**src/rtl/updown_mon_pkg.sv**
```systemverilog
// Shared types for the up/down count monitor: tracking state and step classes.
package updown_mon_pkg;

    // Tracking state of the monitor.
    typedef enum logic [1:0] {
        S_EMPTY = 2'd0,   // no previous sample stored yet
        S_ACQ   = 2'd1,   // acquiring a consistent run of +/-1 steps
        S_LOCK  = 2'd2    // locked onto a consistent sequence
    } state_t;

    // Classification of one sample against the previous one.
    typedef enum logic [1:0] {
        STEP_HOLD = 2'd0, // same value
        STEP_UP   = 2'd1, // +1 modulo 2^WIDTH
        STEP_DOWN = 2'd2, // -1 modulo 2^WIDTH
        STEP_JUMP = 2'd3  // any other difference
    } step_t;

endpackage

```
**src/rtl/count_step_classify.sv**
```systemverilog
// Combinational step classifier: compares the new count with the stored one
// and reports the step class plus whether the step crossed max<->0.
module count_step_classify
    import updown_mon_pkg::*;
#(
    parameter int WIDTH = 4
) (
    input  logic [WIDTH-1:0] prev,
    input  logic [WIDTH-1:0] count,
    output step_t            step,
    output logic             crosses
);

    localparam logic [WIDTH-1:0] VAL_ZERO = '0;
    localparam logic [WIDTH-1:0] VAL_ONE  = WIDTH'(1);
    localparam logic [WIDTH-1:0] VAL_MAX  = '1;

    logic [WIDTH-1:0] delta;

    // Modular difference; wrap-around of the subtraction is intentional.
    assign delta = count - prev;

    // Map the difference onto a step class; +1 takes priority for tiny widths.
    always_comb begin
        step = STEP_JUMP;
        if (delta == VAL_ZERO) begin
            step = STEP_HOLD;
        end else if (delta == VAL_ONE) begin
            step = STEP_UP;
        end else if (delta == VAL_MAX) begin
            step = STEP_DOWN;
        end
    end

    // A crossing is exactly max->0 or 0->max, regardless of direction state.
    always_comb begin
        crosses = ((prev == VAL_MAX) && (count == VAL_ZERO)) ||
                  ((prev == VAL_ZERO) && (count == VAL_MAX));
    end

endmodule

```
**src/rtl/updown_count_monitor.sv**
```systemverilog
// Receive-side checker for an up/down counter: recovers direction from the
// observed count, locks after LOCK_N consistent steps and flags anomalies.
module updown_count_monitor
    import updown_mon_pkg::*;
#(
    parameter int WIDTH  = 4,
    parameter int LOCK_N = 2,
    parameter int ERR_W  = 8
) (
    input  logic             clk,
    input  logic             rst,
    input  logic             en,
    input  logic [WIDTH-1:0] count,
    output logic             dir,
    output logic             locked,
    output logic             step_err,
    output logic             dir_change,
    output logic             wrap,
    output logic [ERR_W-1:0] err_cnt
);

    localparam int               RUN_W    = $clog2(LOCK_N + 1);
    localparam logic [RUN_W-1:0] RUN_ZERO = '0;
    localparam logic [RUN_W-1:0] RUN_ONE  = RUN_W'(1);
    localparam logic [RUN_W-1:0] RUN_MAX  = RUN_W'(LOCK_N);
    localparam logic [RUN_W-1:0] RUN_LAST = RUN_W'(LOCK_N - 1);
    localparam logic [ERR_W-1:0] ERR_ONE  = ERR_W'(1);
    localparam logic [ERR_W-1:0] ERR_MAX  = '1;

    state_t           state_reg, state_next;
    logic [WIDTH-1:0] prev_reg;
    logic [RUN_W-1:0] run_reg, run_next;
    logic             dir_reg, dir_next;
    logic             locked_reg, locked_next;
    logic             step_err_reg, step_err_next;
    logic             dir_change_reg, dir_change_next;
    logic             wrap_reg, wrap_next;
    logic [ERR_W-1:0] err_cnt_reg, err_cnt_next;

    step_t            step;
    logic             crosses;
    logic             step_dir;

    count_step_classify #(
        .WIDTH (WIDTH)
    ) u_classify (
        .prev    (prev_reg),
        .count   (count),
        .step    (step),
        .crosses (crosses)
    );

    assign step_dir = (step == STEP_UP);

    // Next-state and next-output logic; everything holds and pulses drop when en = 0.
    always_comb begin
        state_next      = state_reg;
        run_next        = run_reg;
        dir_next        = dir_reg;
        locked_next     = locked_reg;
        err_cnt_next    = err_cnt_reg;
        step_err_next   = 1'b0;
        dir_change_next = 1'b0;
        wrap_next       = 1'b0;

        if (en) begin
            case (state_reg)
                S_EMPTY: begin
                    state_next  = S_ACQ;
                    run_next    = RUN_ZERO;
                    locked_next = 1'b0;
                end

                S_ACQ: begin
                    case (step)
                        STEP_UP, STEP_DOWN: begin
                            dir_next = step_dir;
                            if ((run_reg == RUN_ZERO) || (step_dir == dir_reg)) begin
                                // Extending the run; lock once it reaches LOCK_N.
                                if (run_reg >= RUN_LAST) begin
                                    run_next    = RUN_MAX;
                                    state_next  = S_LOCK;
                                    locked_next = 1'b1;
                                end else begin
                                    run_next = run_reg + RUN_ONE;
                                end
                            end else if (LOCK_N == 1) begin
                                // A reversal restarts the run at 1, which is enough here.
                                run_next    = RUN_MAX;
                                state_next  = S_LOCK;
                                locked_next = 1'b1;
                            end else begin
                                run_next = RUN_ONE;
                            end
                        end
                        STEP_JUMP: begin
                            run_next = RUN_ZERO;
                        end
                        default: begin
                        end
                    endcase
                end

                S_LOCK: begin
                    case (step)
                        STEP_UP, STEP_DOWN: begin
                            dir_change_next = (step_dir != dir_reg);
                            dir_next        = step_dir;
                            wrap_next       = crosses;
                        end
                        STEP_JUMP: begin
                            step_err_next = 1'b1;
                            if (err_cnt_reg != ERR_MAX) begin
                                err_cnt_next = err_cnt_reg + ERR_ONE;
                            end
                            state_next  = S_ACQ;
                            run_next    = RUN_ZERO;
                            locked_next = 1'b0;
                        end
                        default: begin
                        end
                    endcase
                end

                default: begin
                    state_next  = S_EMPTY;
                    run_next    = RUN_ZERO;
                    locked_next = 1'b0;
                end
            endcase
        end
    end

    // State and output registers with synchronous active-low reset.
    always_ff @(posedge clk) begin
        if (!rst) begin
            state_reg      <= S_EMPTY;
            prev_reg       <= '0;
            run_reg        <= RUN_ZERO;
            dir_reg        <= 1'b1;
            locked_reg     <= 1'b0;
            step_err_reg   <= 1'b0;
            dir_change_reg <= 1'b0;
            wrap_reg       <= 1'b0;
            err_cnt_reg    <= '0;
        end else begin
            state_reg      <= state_next;
            run_reg        <= run_next;
            dir_reg        <= dir_next;
            locked_reg     <= locked_next;
            step_err_reg   <= step_err_next;
            dir_change_reg <= dir_change_next;
            wrap_reg       <= wrap_next;
            err_cnt_reg    <= err_cnt_next;
            if (en) begin
                prev_reg <= count;
            end
        end
    end

    assign dir        = dir_reg;
    assign locked     = locked_reg;
    assign step_err   = step_err_reg;
    assign dir_change = dir_change_reg;
    assign wrap       = wrap_reg;
    assign err_cnt    = err_cnt_reg;

endmodule

```
**config.mk**
```make
export PLATFORM = sky130hd
export DESIGN_NAME = updown_count_monitor
export DESIGN_NICKNAME = d
export VERILOG_FILES = /design/src/rtl/updown_mon_pkg.sv /design/src/rtl/count_step_classify.sv /design/src/rtl/updown_count_monitor.sv
export SDC_FILE = /design/constraint.sdc
export NUM_CORES = 1
export LEC_CHECK = 0
export ABC_AREA = 1
export BUFFER_PORTS_ARGS = -buffer_cell sky130_fd_sc_hd__buf_2
export CORE_UTILIZATION = 55
export CTS_CLUSTER_SIZE = 20
export DETAILED_ROUTE_END_ITERATION = 7
export PLACE_DENSITY_LB_ADDON = 0.08
export RECOVER_POWER = 100
export SLEW_MARGIN = 20
export SYNTH_ARGS = -nofsm -noshare
export SYNTH_HDL_FRONTEND = slang
export SYNTH_SLANG_ARGS = --single-unit
```
**constraint.sdc**
```tcl
create_clock -name clk -period 4.7 [get_ports clk]
set_clock_uncertainty 0.2 [all_clocks]
set_input_delay 1.41 -clock clk [delete_from_list [all_inputs] [get_ports clk]]
set_output_delay 1.41 -clock clk [all_outputs]
set_load 0.02 [all_outputs]
```
==> impl_results.md <==
- Status: completed
- DP Area: 1360 sq um
- Clk Latency, worst-skew pair: 0.29 ns
- Die Wd: 49.5 um
- CP endpoint kind: flip-flop
- Fin worst setup slack: 0.976 ns
- Pwr dens: 271 nW/um^2
- Starting Density: 60.7%
- Setup-failing EPs final: 0
- IO Pins: 20
- Delay-heaviest family, CP: simple AND/OR/NAND/NOR gates
- Synth warn: 0
- Post-layout util: 67.9%
- Post-synthesis area per instance: 6.70 sq um
- Max-cap viol count: 0
- Worst min-delay path category: reg2reg
- Total CTS buffers: 3
- # port buffers: 19
- Sequential cell area fraction in the yosys report: 32.3%
- DP HPWL: 1890 um
- Placed Cells: 229
- Die ar.: 2450 sq um
- Final Hold Slack: 0.276 ns
- Buf/Inv on CP: 3
- Mapped Area: 1240 sq um
- Routed Antenna Nets: 0
- Layout area overhead: 11.9%
- Clock power share: 37.0%
- 1st-iter DRT viols: 15
- Initial antenna violation count: 0
- Post-synth cell types: 21
- Grt ovf: 0
- Core Box Area: 2040 sq um
- Crit path top cell by count: nand2_1
- Post-CTS Hold Fix Bufs: 0
- Startpoint types: input port
- Area of the multi-input gates: 706 sq um
- CP arrival: 3.75 ns
- Mapped Cells: 185
- Net count after synthesis: 204
- Commonest cells after routing, fill and taps aside: 46 x nand2_1, 30 x inv_1, 20 x nor2_1, 20 x dfxtp_1, 16 x a21oi_1
- CTS resizes: 0
- Fmax: 269 MHz
- Filler cells: 200
- Routability cong.: 0.838
- WL per Instance: 10.6 um
- Synthesis-stage register bit count: 20
- Critical Path RT: 4.73 ns
- Post-Route WL: 2460 um
- Largest cells by area after synthesis: dfxtp_1 32%, nand2_1 14%, ha_1 11%, inv_1 8.8%, a21oi_1 6.5%
- Max_slew headroom: 64.2%
- Commonest non-fill, non-tap cell in the layout: nand2_1
- Max FFs per register: 8
- Fin nets: 226
- Power Total: 0.375 mW
- DR vias/cell: 4.99
- CTS tree: yes
- ANT cells: 0
- RSZ-0062 raised after global routing: false
- CP cell instances: buf_2 -> inv_1 -> ha_1 -> fa_1 -> xnor2_1 -> nor2_1 -> nand2_1 -> nand2_1 -> nand2_1 -> ha_1 -> nand2_1 -> nor2_1 -> nand2_4 -> inv_1 -> nand2_1 -> a21oi_1
- Root buffer cell: clkbuf_4
- # DRC: 0
- Int Pwr: 0.281 mW
- CP max FO: 7
- H-tree levels: 1
- Cell accounting for the most synthesized area: dfxtp_1
- Share of cells above drive strength 1: 6.80%
- CP max stage delay: 0.39 ns
- First drt pass iteration count: 4
- # rows: 16
- Post-route cell area: 1390 sq um
- Setup bufs post-CTS: 0
- Final hold viol count: 0
- CTS sink count: 20
- GRT Resource Usage Total: 23.0%
- Share of the synthesized area in the top cell type: 32.3%
- Peak supply drop: 0.200 mV
- Fin crit share: 79.2%
- Pre-CTS setup slack: 0.895 ns
- P_sw: 0.0942 mW
- Clk pin slew, worst setup/hold paths: 0.11 ns
- Leak: 0.626 nW
- Slew Limit Fails: 0
- Tmin final: 3.72 ns
- Logic pwr share: 15.8%
- Sum Neg Setup Slack: 0 ns
- Reg area: 400 sq um
- Sequential power share: 47.3%
- Largest net degree at the start of global routing: 13
- Kind of critical path: in2reg
- Switching portion of total power: 25.1%
- Worst Max-Slew Pin Slew: 0.537 ns
- First-pass GRT wire length: 4440 um
- Vias: 1163
- Non-Filler Instances: 233
- Worst-path cell with the longest stage delay: fa_1
- Die Span Y: 49.5 um
- Number of global-route vias before repair: 1098
- Clock Path Buffers: 2
==> power groups by stage <==
stage          Sequential [mW]  Combinational (mW)  Clock, mW
2_1_floorplan            0.181              0.0458          0
3_3_place_gp             0.181              0.0572          0
3_5_place_dp             0.181              0.0589          0
4_1_cts                  0.177              0.0594      0.143
5_1_grt                  0.178              0.0688      0.149
6_report                 0.177              0.0592      0.139
==> tightest hold or removal path, stage by stage, from the launching register on <==
cell,delay (ns)
dfxtp_1,0.33
nand2_1,0.06
a21oi_1,0.06
==> final timing paths <==
check,startpoint,endpoint,slack [ns],depth (start not counted)
setup / recovery,count[0],err_cnt[3],0.98,16
hold / removal,run_reg[1],run_reg[1],0.28,2
setup reg to reg,prev_reg[0],err_cnt[3],1.90,14
hold reg to reg,run_reg[1],run_reg[1],0.28,2
==> cell families after synthesis <==
family	share of synthesized area [%]
simple gates	31.9
buf+inv	10.1
xor+xnor	2.83
compound gates	10.1
fa+ha+maj	12.7
flops	32.3
==> cells in the mapped netlist, drive strengths merged <==
| cell | n |
|---|---|
| xnor2 | 1 |
| fa | 1 |
| a21oi | 16 |
| clkbuf | 1 |
| nand2 | 49 |
| nor3 | 4 |
| o21ai | 9 |
| xor2 | 3 |
| nand3 | 13 |
| ha | 11 |
| nor2 | 21 |
| inv | 31 |
| buf | 1 |
| nand4 | 4 |
| dfxtp | 20 |
==> area by class of cell <==
type / count / area share (%)
Tap cell: 27 / 2.44
Timing Repair Buffer: 19 / 5.60
Multi-Input combinational cell: 132 / 50.9
Inverter: 31 / 8.39
Sequential cell: 20 / 28.9
Clock inverter: 1 / 2.17
Clock buffer: 3 / 1.62
==> routing by layer <==
layer	track usage [%]	vias to the layer above	wire (um)
li1	-	623	-
met1	28.4	511	1190
met2	41.3	25	1160
met3	3.40	4	84
met4	6.19	0	26
met5	0	-	0
Note: power is estimated with default switching activity, not from simulation.
